<file path="config.mk">
export PLATFORM = sky130hd
export DESIGN_NAME = sensor_avg_alarm
export DESIGN_NICKNAME = d
export VERILOG_FILES = /design/src/rtl/sensor_avg_alarm.sv
export SDC_FILE = /design/constraint.sdc
export NUM_CORES = 1
export LEC_CHECK = 0
export ABC_CLOCK_PERIOD_IN_PS = 5300
export CAP_MARGIN = 20
export CORE_UTILIZATION = 55
export CTS_BUF_LIST = sky130_fd_sc_hd__clkbuf_2 sky130_fd_sc_hd__clkbuf_4 sky130_fd_sc_hd__clkbuf_8
export DETAILED_ROUTE_END_ITERATION = 8
export PLACE_DENSITY = 0.87
export SYNTH_ARGS = -nofsm -noshare
export SYNTH_HDL_FRONTEND = slang
export SYNTH_SLANG_ARGS = --single-unit
export TNS_END_PERCENT = 10
</file>
<file path="constraint.sdc">
create_clock -name clk -period 5.3 [get_ports clk]
set_clock_uncertainty 0.15 [all_clocks]
set_input_delay 0.53 -clock clk [delete_from_list [all_inputs] [get_ports clk]]
set_output_delay 0.53 -clock clk [all_outputs]
set_load 0.03 [all_outputs]
</file>
<file path="src/rtl/sensor_avg_alarm.sv">
// Moving-average sensor front-end with a hysteresis alarm FSM and a saturating entry counter.
// Optional min/max tracking of the valid average is enabled by defining SENSOR_MINMAX_EN.
module sensor_avg_alarm #(
  parameter int unsigned DATA_W   = 8,
  parameter int unsigned AVG_LOG2 = 2,
  parameter int unsigned HOLD     = 2,
  parameter int unsigned CNT_W    = 4
) (
  input  logic              clk,
  input  logic              rst_n,
  input  logic [DATA_W-1:0] ui_in,
  input  logic              sample_valid,
  input  logic [DATA_W-1:0] thr_hi,
  input  logic [DATA_W-1:0] thr_lo,
  output logic [DATA_W-1:0] avg_out,
  output logic              avg_valid,
  output logic              alarm,
  output logic [CNT_W-1:0]  alarm_count,
  output logic [DATA_W-1:0] min_out,
  output logic [DATA_W-1:0] max_out
);

  localparam int unsigned N      = 1 << AVG_LOG2;
  localparam int unsigned SUM_W  = DATA_W + AVG_LOG2;
  localparam int unsigned FILL_W = AVG_LOG2 + 1;
  localparam int unsigned HOLD_W = $clog2(HOLD + 1);

  typedef enum logic [1:0] {StWarmup, StNormal, StAlarm} state_e;

  logic [DATA_W-1:0]   r_buf [N];
  logic [SUM_W-1:0]    r_sum;
  logic [AVG_LOG2-1:0] r_wptr;
  logic [FILL_W-1:0]   r_fill;
  logic [DATA_W-1:0]   r_avg;
  logic                r_avg_valid;
  state_e              r_state, w_state_next;
  logic [HOLD_W-1:0]   r_hold, w_hold_next, w_hold_inc;
  logic                r_alarm, w_alarm_next;
  logic [CNT_W-1:0]    r_count, w_count_next;

  logic [SUM_W-1:0]    w_sum_next;
  logic [DATA_W-1:0]   w_avg;
  logic                w_full;
  logic                w_eval_normal;

  // Subtraction cannot underflow: the evicted sample is already part of r_sum.
  assign w_sum_next    = r_sum + SUM_W'(ui_in) - SUM_W'(r_buf[r_wptr]);
  assign w_avg         = w_sum_next[SUM_W-1:AVG_LOG2];
  assign w_full        = (r_fill >= FILL_W'(N - 1));
  assign w_hold_inc    = r_hold + HOLD_W'(1);
  assign w_eval_normal = (r_state == StNormal) || ((r_state == StWarmup) && w_full);

  always_ff @(posedge clk) begin
    if (!rst_n) begin
      for (int i = 0; i < int'(N); i++) begin
        r_buf[i] <= '0;
      end
      r_sum       <= '0;
      r_wptr      <= '0;
      r_fill      <= '0;
      r_avg       <= '0;
      r_avg_valid <= 1'b0;
    end else if (sample_valid) begin
      r_buf[r_wptr] <= ui_in;
      r_sum         <= w_sum_next;
      r_wptr        <= r_wptr + AVG_LOG2'(1);
      r_avg         <= w_avg;
      if (r_fill != FILL_W'(N)) begin
        r_fill <= r_fill + FILL_W'(1);
      end
      if (w_full) begin
        r_avg_valid <= 1'b1;
      end
    end
  end

  always_ff @(posedge clk) begin
    if (!rst_n) begin
      r_state <= StWarmup;
      r_hold  <= '0;
      r_alarm <= 1'b0;
      r_count <= '0;
    end else begin
      r_state <= w_state_next;
      r_hold  <= w_hold_next;
      r_alarm <= w_alarm_next;
      r_count <= w_count_next;
    end
  end

  // The sample that fills the window is judged under NORMAL rules on the same edge.
  always_comb begin
    w_state_next = r_state;
    w_hold_next  = r_hold;
    w_alarm_next = r_alarm;
    w_count_next = r_count;
    if (sample_valid) begin
      if (w_eval_normal) begin
        w_state_next = StNormal;
        if (w_avg > thr_hi) begin
          if (w_hold_inc == HOLD_W'(HOLD)) begin
            w_state_next = StAlarm;
            w_alarm_next = 1'b1;
            w_hold_next  = '0;
            if (r_count != {CNT_W{1'b1}}) begin
              w_count_next = r_count + CNT_W'(1);
            end
          end else begin
            w_hold_next = w_hold_inc;
          end
        end else begin
          w_hold_next = '0;
        end
      end else if ((r_state == StAlarm) && (w_avg < thr_lo)) begin
        w_state_next = StNormal;
        w_alarm_next = 1'b0;
      end
    end
  end

  assign avg_out     = r_avg;
  assign avg_valid   = r_avg_valid;
  assign alarm       = r_alarm;
  assign alarm_count = r_count;

`ifdef SENSOR_MINMAX_EN
  logic [DATA_W-1:0] r_min, r_max;

  always_ff @(posedge clk) begin
    if (!rst_n) begin
      r_min <= '1;
      r_max <= '0;
    end else if (sample_valid && w_full) begin
      if (w_avg < r_min) r_min <= w_avg;
      if (w_avg > r_max) r_max <= w_avg;
    end
  end

  assign min_out = r_min;
  assign max_out = r_max;
`else
  assign min_out = '1;
  assign max_out = '0;
`endif

endmodule
</file>
==> results by group, run 1 <==
GRT
  – Met2 GRT Util: 39.2%
  – Grt ovf: 0
  – Initial antenna violation count: 0
  – GRT met1 Usage: 29.7%
  – Wire length of the first global-routing pass: 12,700 um
  – Met3 Use GR: 4.65%
  – Busiest grt layer: met2
  – Largest net degree at the start of global routing: 26
  – GRT Overall Usage: 23.5%
  – Number of global-route vias before repair: 2,728

Floorplanning
  – IO Pins: 57
  – Die area: 7030 um^2
  – Die Wd: 83.8 um
  – FP Rows: 29
  – Core Region: 6420 um^2
  – Die height: 83.8 um
  – Starting Density: 57.3%

Synth
  – Most frequent cell after synthesis: inv_1
  – Post-synthesis cell type count: 50
  – Area share of the largest cell type after synthesis: 26.1%
  – Largest cells by area after synthesis: edfxtp_1, dfxtp_1, ha_1, inv_1, buf_4
  – Register area share after synthesis: 40.8%
  – Mean Syn Cell Area: 10.2 um^2
  – Most used DFF post-synth: edfxtp_1
  – Flops & latches, synth: 59
  – Area leader, netlist: edfxtp_1
  – FFs w/ async S/R, synth: 0%
  – Syn Std Cell Area: 3680 um^2
  – YS warnings: 0
  – Synth cell count leaders: inv_1, edfxtp_1, ha_1, nor2_1, dfxtp_1
  – Cells after Synth: 361
  – EDFF count, synth: 32

Placed design
  – Placed cell area: 4040 um^2
  – Placer Congestion: 0.948
  – IO Port Bufs: 40
  – Hpwl dp: 5550 um
  – Placed cells: 462

Worst setup path
  – R2r setup slk: 410 ps
  – Crit path max-delay cell type: mux4_2
  – CP startpoint kind: flop
  – Most Frequent Cell on Critical Path: a21oi_1
  – CP arrival: 5000 ps
  – Largest stage delay on the critical path: 530 ps
  – Setup CP Type: flop to flop
  – Critical path capture point type: flop
  – Worst-path maximum fanout: 7
  – Worst EP required: 5400 ps
  – Cell Chain, Critical Path: buf_4 -> mux4_2 -> fa_1 -> inv_1 -> ha_1 -> a21oi_1 -> o211ai_1 -> a31o_1 -> a21oi_1 -> xnor2_1 -> ha_1 -> nand4_1 -> nor2b_1 -> a21boi_2 -> o2111ai_2 -> or3_1 -> a21oi_1

Detailed routing
  – Total number of vias: 2,641
  – 1st-iter DRT viols: 125
  – Vias/cell: 5.53
  – Final WL: 7410 um
  – Remaining antenna violation count: 0
  – Post-route DRC: 12
  – Post-DR wirelength/cell: 15.5 um
  – First-pass iteration count of the detailed router: 6

CTS
  – Resized cells post-CTS: 0
  – Hold_buf cts: 0
  – Number of clock sinks: 59
  – Post-CTS setup buffer count: 0
  – CTS tree: built
  – Clock Pin Slew Worst Setup and Hold Paths: 70 ps
  – H-tree levels: 3
  – Root Driver: clkbuf_8
  – Worst skew pair latency: 340 ps
  – CTS max path bufs: 2
  – Num CTS Buffers: 9

STA
  – Final Cycle Share: 92.3%
  – Final min period: 4890 ps
  – Max-slew headroom: 43.9%
  – Setup-failing EPs final: 0
  – Slew Viols, Final: 0
  – RSZ-0062 raised after global routing: false
  – Setup TNS: 0 ps
  – Slew @ Worst Pin: 839 ps
  – Fmax: 204 MHz
  – Final Hold Fails: 0

Layout
  – Cell Count, Final, Fillers Out: 478
  – Fillers: 455
  – Layout cells sized above 1: 8.48%
  – Area growth, synth to finish: 14.9%
  – Diode count: 0
  – Final cell utilization of the core: 65.9%
  – Design area: 4230 um^2
  – Fin nets: 460

Flow run
  – MaxCap Viol Count: 0

Status
  – Failing checks: design-rule violations
  – Status: finished with violations

Pwr
  – VDD IR-drop max: 0.182 mV
  – Cell Pwr Density: 468 nW/um^2
  – Leak pwr: 1.82 nW

Hold path
  – Hold_sp: alarm$_SDFFE_PN0P_
  – Hold crit path type: flop to flop
## stage by stage
stage / hold slack (ps) / setup WS [ps] / total power [mW]
finish: 307 / 407 / 1.98
global route: 347 / 42.4 / 2.16
CTS: 314 / 452 / 1.98
detailed placement: 305 / 335 / 1.58
global placement: 302 / 477 / 1.53
floorplan: 297 / 777 / 1.36
## cell usage in the layout (no fill, tap or decap), types with 10 or more instances in the layout
cell type and n:
clkdlybuf4s50_1 40, inv_1 55, and2_1 17, xnor2_1 10
dfxtp_1 27, ha_1 29, o21ai_0 11, nor2_1 29
conb_1 16, edfxtp_1 32, a21oi_1 15
## path summary, 6_finish.rpt
kind | to | depth (start not counted)
worst min register to register | alarm$_SDFFE_PN0P_ | 2
worst min-delay path | alarm$_SDFFE_PN0P_ | 2
worst max-delay path | alarm_count[0]$_SDFFE_PN0P_ | 17
worst max register to register | alarm_count[0]$_SDFFE_PN0P_ | 17
## critical path, delay by kind of cell, from the launching register on
kind                     cells  cell delay [ps]
buffers and inverters        2              270
XOR/XNOR                     1              150
adder cells (fa/ha/maj)      3             1190
multiplexers                 1              530
AND/OR/NAND/NOR              3              630
flip-flops                   1              450
AO/OA/AOI/OAI                7             1440
## flip-flops by register name (all words and copies together), names as in the netlist, named ones only
signal and count:
r_wptr 2, r_sum 10, avg_valid 1, alarm 1, r_fill 3, r_state 2, alarm_count 4, r_hold 2
r_buf 32
## logic make-up (layout without fill, tap and decap cells)
group / after synthesis / count (layout) / share of synthesized area [%]
AOI/OAI and AO/OA: 56 / 56 / 10.5
xor gates and xnor gates: 12 / 12 / 2.85
adders and majority gates: 37 / 37 / 14.2
buffers and inverters: 90 / 116 / 11.7
DFF: 59 / 59 / 40.8
muxes: 15 / 15 / 6.83
other: 2 / 16 / 0.204
and+or+nand+nor: 90 / 90 / 12.9
## metal layers
metal / part of all wire (%) / vias up
met1: 44 / 1269
met4: 1.9 / 0
li1: - / 1278
met2: 50 / 80
met3: 4.5 / 14
met5: 0 / -
## power by group
| group | total, mW | internal [mW] | switching [mW] |
|---|---|---|---|
| clock | 0.394 | 0.218 | 0.176 |
| sequential | 0.567 | 0.531 | 0.0359 |
| combinational | 1.02 | 0.435 | 0.584 |
| total | 1.98 | 1.18 | 0.796 |
## final cells by class
| type | instances | area [um^2] | share of cell area (%) |
|---|---|---|---|
| multi-input cells | 226 | 1800 | 42.7 |
| flip-flops and latches | 59 | 1500 | 35.5 |
| well taps | 77 | 96.3 | 2.28 |
| inverters | 56 | 210 | 4.97 |
| clock inverters | 6 | 56.3 | 1.33 |
| clock buffers | 10 | 131 | 3.11 |
| repair buffers | 44 | 430 | 10.2 |
(Power assumes the default switching activity.)
==> inputs of run 2 (changes only) <==
--- a/config.mk
+++ b/config.mk
@@ -11,6 +11,7 @@
 export CTS_BUF_LIST = sky130_fd_sc_hd__clkbuf_2 sky130_fd_sc_hd__clkbuf_4 sky130_fd_sc_hd__clkbuf_8
 export DETAILED_ROUTE_END_ITERATION = 8
 export PLACE_DENSITY = 0.87
+export SETUP_SLACK_MARGIN = 0.15
 export SYNTH_ARGS = -nofsm -noshare
 export SYNTH_HDL_FRONTEND = slang
 export SYNTH_SLANG_ARGS = --single-unit
==> run 2 against run 1 <==
Register-to-register slack better by 140 ps; setup slack improved by 140 ps; the run still ends with design-rule violations left; count of clock-buffer cells in the layout is the same; first-iteration DRC count rose by 50%; non-clock buffer count stayed put; worst hold slack about the same.
==> results by group, run 2 (same netlist as run 1, synthesis figures left out) <==
Floorplanning
  – Die height: 83.8 um
  – Die Wd: 83.8 um
  – FP Rows: 29
  – IO Pins: 57
  – Core Region: 6420 um^2
  – Starting Density: 57.3%
  – Die area: 7030 um^2

Worst setup path
  – CP startpoint kind: flop
  – CP arrival: 4870 ps
  – Worst EP required: 5410 ps
  – R2r setup slk: 540 ps
  – Setup CP Type: flop to flop
  – Critical path capture point type: flop
  – Worst-path maximum fanout: 7

GRT
  – GRT Overall Usage: 23.5%
  – Grt ovf: 0
  – Largest net degree at the start of global routing: 26
  – Number of global-route vias before repair: 2,728
  – Initial antenna violation count: 0
  – Wire length of the first global-routing pass: 12,700 um

Layout
  – Fin nets: 460
  – Max reg flops: 32
  – Biggest register: r_buf
  – Diode count: 0
  – Most frequent cells in the layout: inv_1, clkdlybuf4s50_1, edfxtp_1, nor2_1, ha_1
  – Layout cells sized above 1: 8.98%
  – Area growth, synth to finish: 15.3%
  – Most common cell after layout, fill and taps aside: inv_1

Flow run
  – MaxCap Viol Count: 0

Placed design
  – IO Port Bufs: 40
  – Placer Congestion: 0.948
  – Worst slack, placed: 335 ps
  – Hpwl dp: 5550 um

CTS
  – Number of clock sinks: 59
  – CTS tree: built
  – Num CTS Buffers: 9
  – Worst skew pair latency: 340 ps
  – H-tree levels: 3
  – CTS max path bufs: 2
  – Root Driver: clkbuf_8
  – Hold_buf cts: 0
  – Clock Pin Slew Worst Setup and Hold Paths: 70 ps

STA
  – Slew @ Worst Pin: 848 ps
  – Fmax: 210 MHz
  – Final min period: 4760 ps
  – Final Cycle Share: 89.7%
  – Max-slew headroom: 43.3%
  – Setup TNS: 0 ps
  – RSZ-0062 raised after global routing: false
  – Final Hold Fails: 0
  – Setup-failing EPs final: 0
  – Slew Viols, Final: 0
  – Setup ws final: 544 ps

Detailed routing
  – Total number of vias: 2,686
  – 1st-iter DRT viols: 187
  – First-pass iteration count of the detailed router: 7
  – Post-route DRC: 12
  – Post-DR wirelength/cell: 15.7 um
  – Final WL: 7500 um
  – Remaining antenna violation count: 0
  – Vias/cell: 5.62

Pwr
  – Seq pwr share: 28.3%
  – Cell Pwr Density: 472 nW/um^2
  – Comb pwr share: 51.8%
  – Leak pwr: 1.82 nW
  – Internal power: 1.19 mW
  – Clk pwr share: 19.9%
  – Net load switching power: 0.812 mW
  – VDD IR-drop max: 0.185 mV
  – Sw frac: 40.5%

Status
  – Status: finished with violations
  – Failing checks: design-rule violations

Hold path
  – Hold crit path type: flop to flop
==> run 2: cell count changes in the layout (fill, tap and decap cells not counted) <==
cell,previous run,this run
o41ai_2,1,0
o41ai_4,0,1
a21oi_1,15,14
dfxtp_1,27,26
dfxtp_2,0,1
a21oi_2,0,1
==> run 2: power by group through the flow <==
stage          Combinational (mW)  Clock [mW]  Sequential (mW)
5_1_grt                      1.18       0.424            0.573
3_3_place_gp                0.959           0            0.573
4_1_cts                      1.01       0.401            0.567
6_report                     1.04       0.399            0.567
2_1_floorplan               0.804           0            0.560
3_5_place_dp                 1.01           0            0.576
==> run 2: cell type report <==
type | instances | area [um^2]
fillers | 451 | 2180
multi-input cells | 226 | 1820
flip-flops and latches | 59 | 1500
repair buffers | 44 | 430
inverters | 56 | 210
clock buffers | 10 | 131
well taps | 77 | 96.3
clock inverters | 6 | 56.3
==> run 2: timing repair <==
item,CTS,global route
buffers inserted,0,0
endpoints found under the setup margin,0,2
resized for setup,0,3
==> run 2: path summary, 6_finish.rpt <==
check                                         from                           to  cells past startpoint
worst max-delay path                          flop  alarm_count[0]$_SDFFE_PN0P_                     17
worst min-delay path            alarm$_SDFFE_PN0P_           alarm$_SDFFE_PN0P_                      2
worst max register to register                flop  alarm_count[0]$_SDFFE_PN0P_                     17
worst min register to register  alarm$_SDFFE_PN0P_           alarm$_SDFFE_PN0P_                      2
==> run 2: layer usage <==
metal	vias to the layer above	share of wire, %	global-route usage [%]	wire length [um]
li1	1274	-	-	-
met1	1287	43	29.7	3260
met2	107	49	39.2	3680
met3	18	5.4	4.65	402
met4	0	2.2	10.5	163
met5	-	0	0	0
==> run 2: critical path, stage by stage, from the launching register on <==
cell       delay [ps]
dfxtp_2           390
buf_4             200
mux4_2            540
fa_1              500
inv_1              40
ha_1              370
a21oi_2           210
o211ai_1          120
a31o_1            230
a21oi_1           210
xnor2_1           150
ha_1              340
nand4_1           120
nor2b_1           110
a21boi_2          230
o2111ai_2         220
or3_1             400
a21oi_1           140
==> run 2: through the flow <==
step	total power [mW]	cell area [um^2]	hold WS, ps	utilization [%]	std cells
detailed placement	1.58	4040	305	62.9	462
finish	2.00	4250	307	66.1	478
CTS	1.98	4230	314	65.9	478
global route	2.18	4250	347	66.1	478
global placement	1.53	4040	302	62.9	462
floorplan	1.36	3730	297	-	375
==> inputs of run 3 (changes only) <==
--- a/config.mk
+++ b/config.mk
@@ -5,6 +5,7 @@
 export SDC_FILE = /design/constraint.sdc
 export NUM_CORES = 1
 export LEC_CHECK = 0
+export ABC_AREA = 1
 export ABC_CLOCK_PERIOD_IN_PS = 5300
 export CAP_MARGIN = 20
 export CORE_UTILIZATION = 55
==> run 3 against run 2 <==
Area after synthesis increased by 0.78%; power up 6.8%; utilization grew 0.90 points; critical path type unchanged; sequential power is essentially flat; the flow still finishes with violations (design-rule violations); worst hold slack got worse by 27 ps; fmax rose by 8.4%; non-clock buffer count down 2; flip-flop and latch count is the same; register-to-register slack improved by 370 ps; global-route usage is 0.13 points lower; cell count up 17%.
==> results by group, run 3 <==
Floorplanning
  – Die Wd: 84.1 um
  – Core Region: 6420 um^2
  – Starting Density: 57.8%
  – FP Rows: 29
  – Die height: 84.1 um
  – Die area: 7080 um^2
  – IO Pins: 57

GRT
  – Wire length of the first global-routing pass: 12,700 um
  – Number of global-route vias before repair: 2,891
  – Grt ovf: 0
  – GRT Overall Usage: 23.4%
  – Initial antenna violation count: 0
  – Largest net degree at the start of global routing: 25

Worst setup path
  – CP arrival: 4480 ps
  – CP startpoint kind: flop
  – R2r setup slk: 910 ps
  – FF-to-FF path depth: 23
  – WP buf/inv: 4
  – Worst-path maximum fanout: 17
  – Setup CP Type: flop to flop
  – Worst EP required: 5400 ps
  – Crit path max-delay family: adder cells
  – Reg-to-Reg End: alarm_count[2]$_SDFFE_PN0P_
  – Cell Chain, Critical Path: buf_4 -> inv_1 -> o21ai_0 -> o22ai_1 -> fa_1 -> inv_1 -> ha_1 -> a21oi_2 -> nand2_1 -> a21boi_1 -> o21bai_1 -> xor2_1 -> inv_1 -> ha_1 -> nand2_1 -> nor2_1 -> nand2_1 -> nand2_2 -> nand3_2 -> nor2_8 -> nand3_1 -> nand2_1 -> nor2_1
  – Critical path capture point type: flop
  – Largest stage delay on the critical path: 500 ps
  – Most Frequent Cell on Critical Path: nand2_1
  – Crit path max-delay cell type: fa_1

Layout
  – Layout cells sized above 1: 8.06%
  – Diode count: 0
  – Design area: 4300 um^2
  – Final cell utilization of the core: 67.0%
  – Most frequent cells in the layout: inv_1, nand2_1, nor2_1, clkdlybuf4s50_1, edfxtp_1
  – Fillers: 515
  – Max reg flops: 32
  – Fin nets: 543
  – Most common cell after layout, fill and taps aside: inv_1
  – Area growth, synth to finish: 16.0%
  – Biggest register: r_buf

STA
  – RSZ-0062 raised after global routing: false
  – Slew @ Worst Pin: 903 ps
  – Final Hold Fails: 0
  – Final Cycle Share: 82.7%
  – Fmax: 228 MHz
  – Max-slew headroom: 39.6%
  – Slew Viols, Final: 0
  – Final min period: 4390 ps
  – Setup TNS: 0 ps
  – Setup-failing EPs final: 0
  – Setup ws final: 914 ps

Synth
  – Register area share after synthesis: 40.5%
  – Largest cells by area after synthesis: edfxtp_1, dfxtp_1, ha_1, inv_1, nand2_1
  – Most used DFF post-synth: edfxtp_1
  – Synth cell count leaders: inv_1, nand2_1, nor2_1, edfxtp_1, ha_1
  – Area share of the largest cell type after synthesis: 25.9%
  – Flops & latches, synth: 59
  – Post-synthesis cell type count: 38
  – YS warnings: 0
  – Cells after Synth: 441
  – Mean Syn Cell Area: 8.42 um^2
  – Most frequent cell after synthesis: inv_1
  – EDFF count, synth: 32
  – Area leader, netlist: edfxtp_1
  – Syn Std Cell Area: 3710 um^2
  – FFs w/ async S/R, synth: 0%

Hold path
  – Hold crit path type: flop to flop
  – Hold depth: 2
  – Hold EP: r_hold[1]$_SDFFE_PN0P_
  – Hold_sp: r_hold[1]$_SDFFE_PN0P_

Pwr
  – Power, Total: 2.14 mW
  – Cell Pwr Density: 497 nW/um^2
  – VDD IR-drop max: 0.219 mV
  – Leak pwr: 2.02 nW

Placed design
  – IO Port Bufs: 40
  – Hpwl dp: 5850 um
  – Worst slack, placed: 895 ps
  – Placer Congestion: 0.960
  – Placed cell area: 4080 um^2

CTS
  – Number of clock sinks: 59
  – CTS tree: built
  – Worst skew pair latency: 350 ps
  – H-tree levels: 3
  – Resized cells post-CTS: 0
  – CTS max path bufs: 2
  – Hold_buf cts: 0
  – Post-CTS setup buffer count: 0
  – Clock Pin Slew Worst Setup and Hold Paths: 70 ps
  – Num CTS Buffers: 9
  – Root Driver: clkbuf_8

Detailed routing
  – 1st-iter DRT viols: 228
  – Final WL: 7880 um
  – Remaining antenna violation count: 0
  – Post-route DRC: 10
  – Vias/cell: 5.25
  – Total number of vias: 2,944
  – First-pass iteration count of the detailed router: 7
  – Post-DR wirelength/cell: 14.0 um

Flow run
  – MaxCap Viol Count: 0

Status
  – Failing checks: design-rule violations
  – Status: finished with violations
[run 3: cell families (layout without fill, tap and decap cells)]
group	count (synthesis)	in the layout	share of synthesized area, %
other	2	16	0.202
xor gates and xnor gates	9	9	2.12
DFF	59	59	40.5
and+or+nand+nor	148	148	18.1
AOI/OAI and AO/OA	72	72	11.1
buffers and inverters	114	143	14.0
adders and majority gates	37	37	14.1
[run 3: metrics by stage]
stage	hold WS [ps]	std cells
5_1_grt	324	561
2_1_floorplan	259	455
3_5_place_dp	274	545
6_report	280	561
3_3_place_gp	267	545
4_1_cts	285	561
[run 3: power breakdown]
group	total [mW]	switching (mW)	leakage, nW	internal, mW
sequential	0.567	0.0302	0.554	0.537
clock	0.461	0.180	0.113	0.281
combinational	1.11	0.689	1.35	0.423
[run 3: layer usage]
metal	share of wire (%)	vias up	global-route usage, %	wire length (um)
li1	-	1459	-	-
met3	6.4	15	5.41	504
met1	40	1362	26.8	3160
met2	51	108	42.1	4050
met5	0	-	0	0
met4	2.0	0	9.72	161
[run 3: worst reg2reg max path: cells and delay by family, from the launching register on]
kind                     cells  cell delay [ps]
adder cells (fa/ha/maj)      3             1160
AND/OR/NAND/NOR             10              980
AO/OA/AOI/OAI                5              900
buffers and inverters        4              610
flip-flops                   1              310
XOR/XNOR                     1              180
[run 3: layout make-up]
class	instances	area (um^2)	share of cell area [%]
Clock inverter	5	77.6	1.80
Inverter	85	319	7.41
Multi-Input combinational cell	282	1750	40.6
Clock buffer	11	145	3.37
Timing Repair Buffer	42	415	9.65
Sequential cell	59	1500	34.9
Tap cell	77	96.3	2.24
[run 3: worst max path at each step]
stage	depth (start not counted)	end	start
global route	23	alarm_count[2]$_SDFFE_PN0P_	flop
CTS	23	alarm_count[2]$_SDFFE_PN0P_	flop
detailed placement	21	alarm_count[2]$_SDFFE_PN0P_	ui_in[2]
global placement	21	alarm_count[0]$_SDFFE_PN0P_	ui_in[2]
floorplan	23	alarm_count[0]$_SDFFE_PN0P_	flop
finish	23	alarm_count[2]$_SDFFE_PN0P_	flop
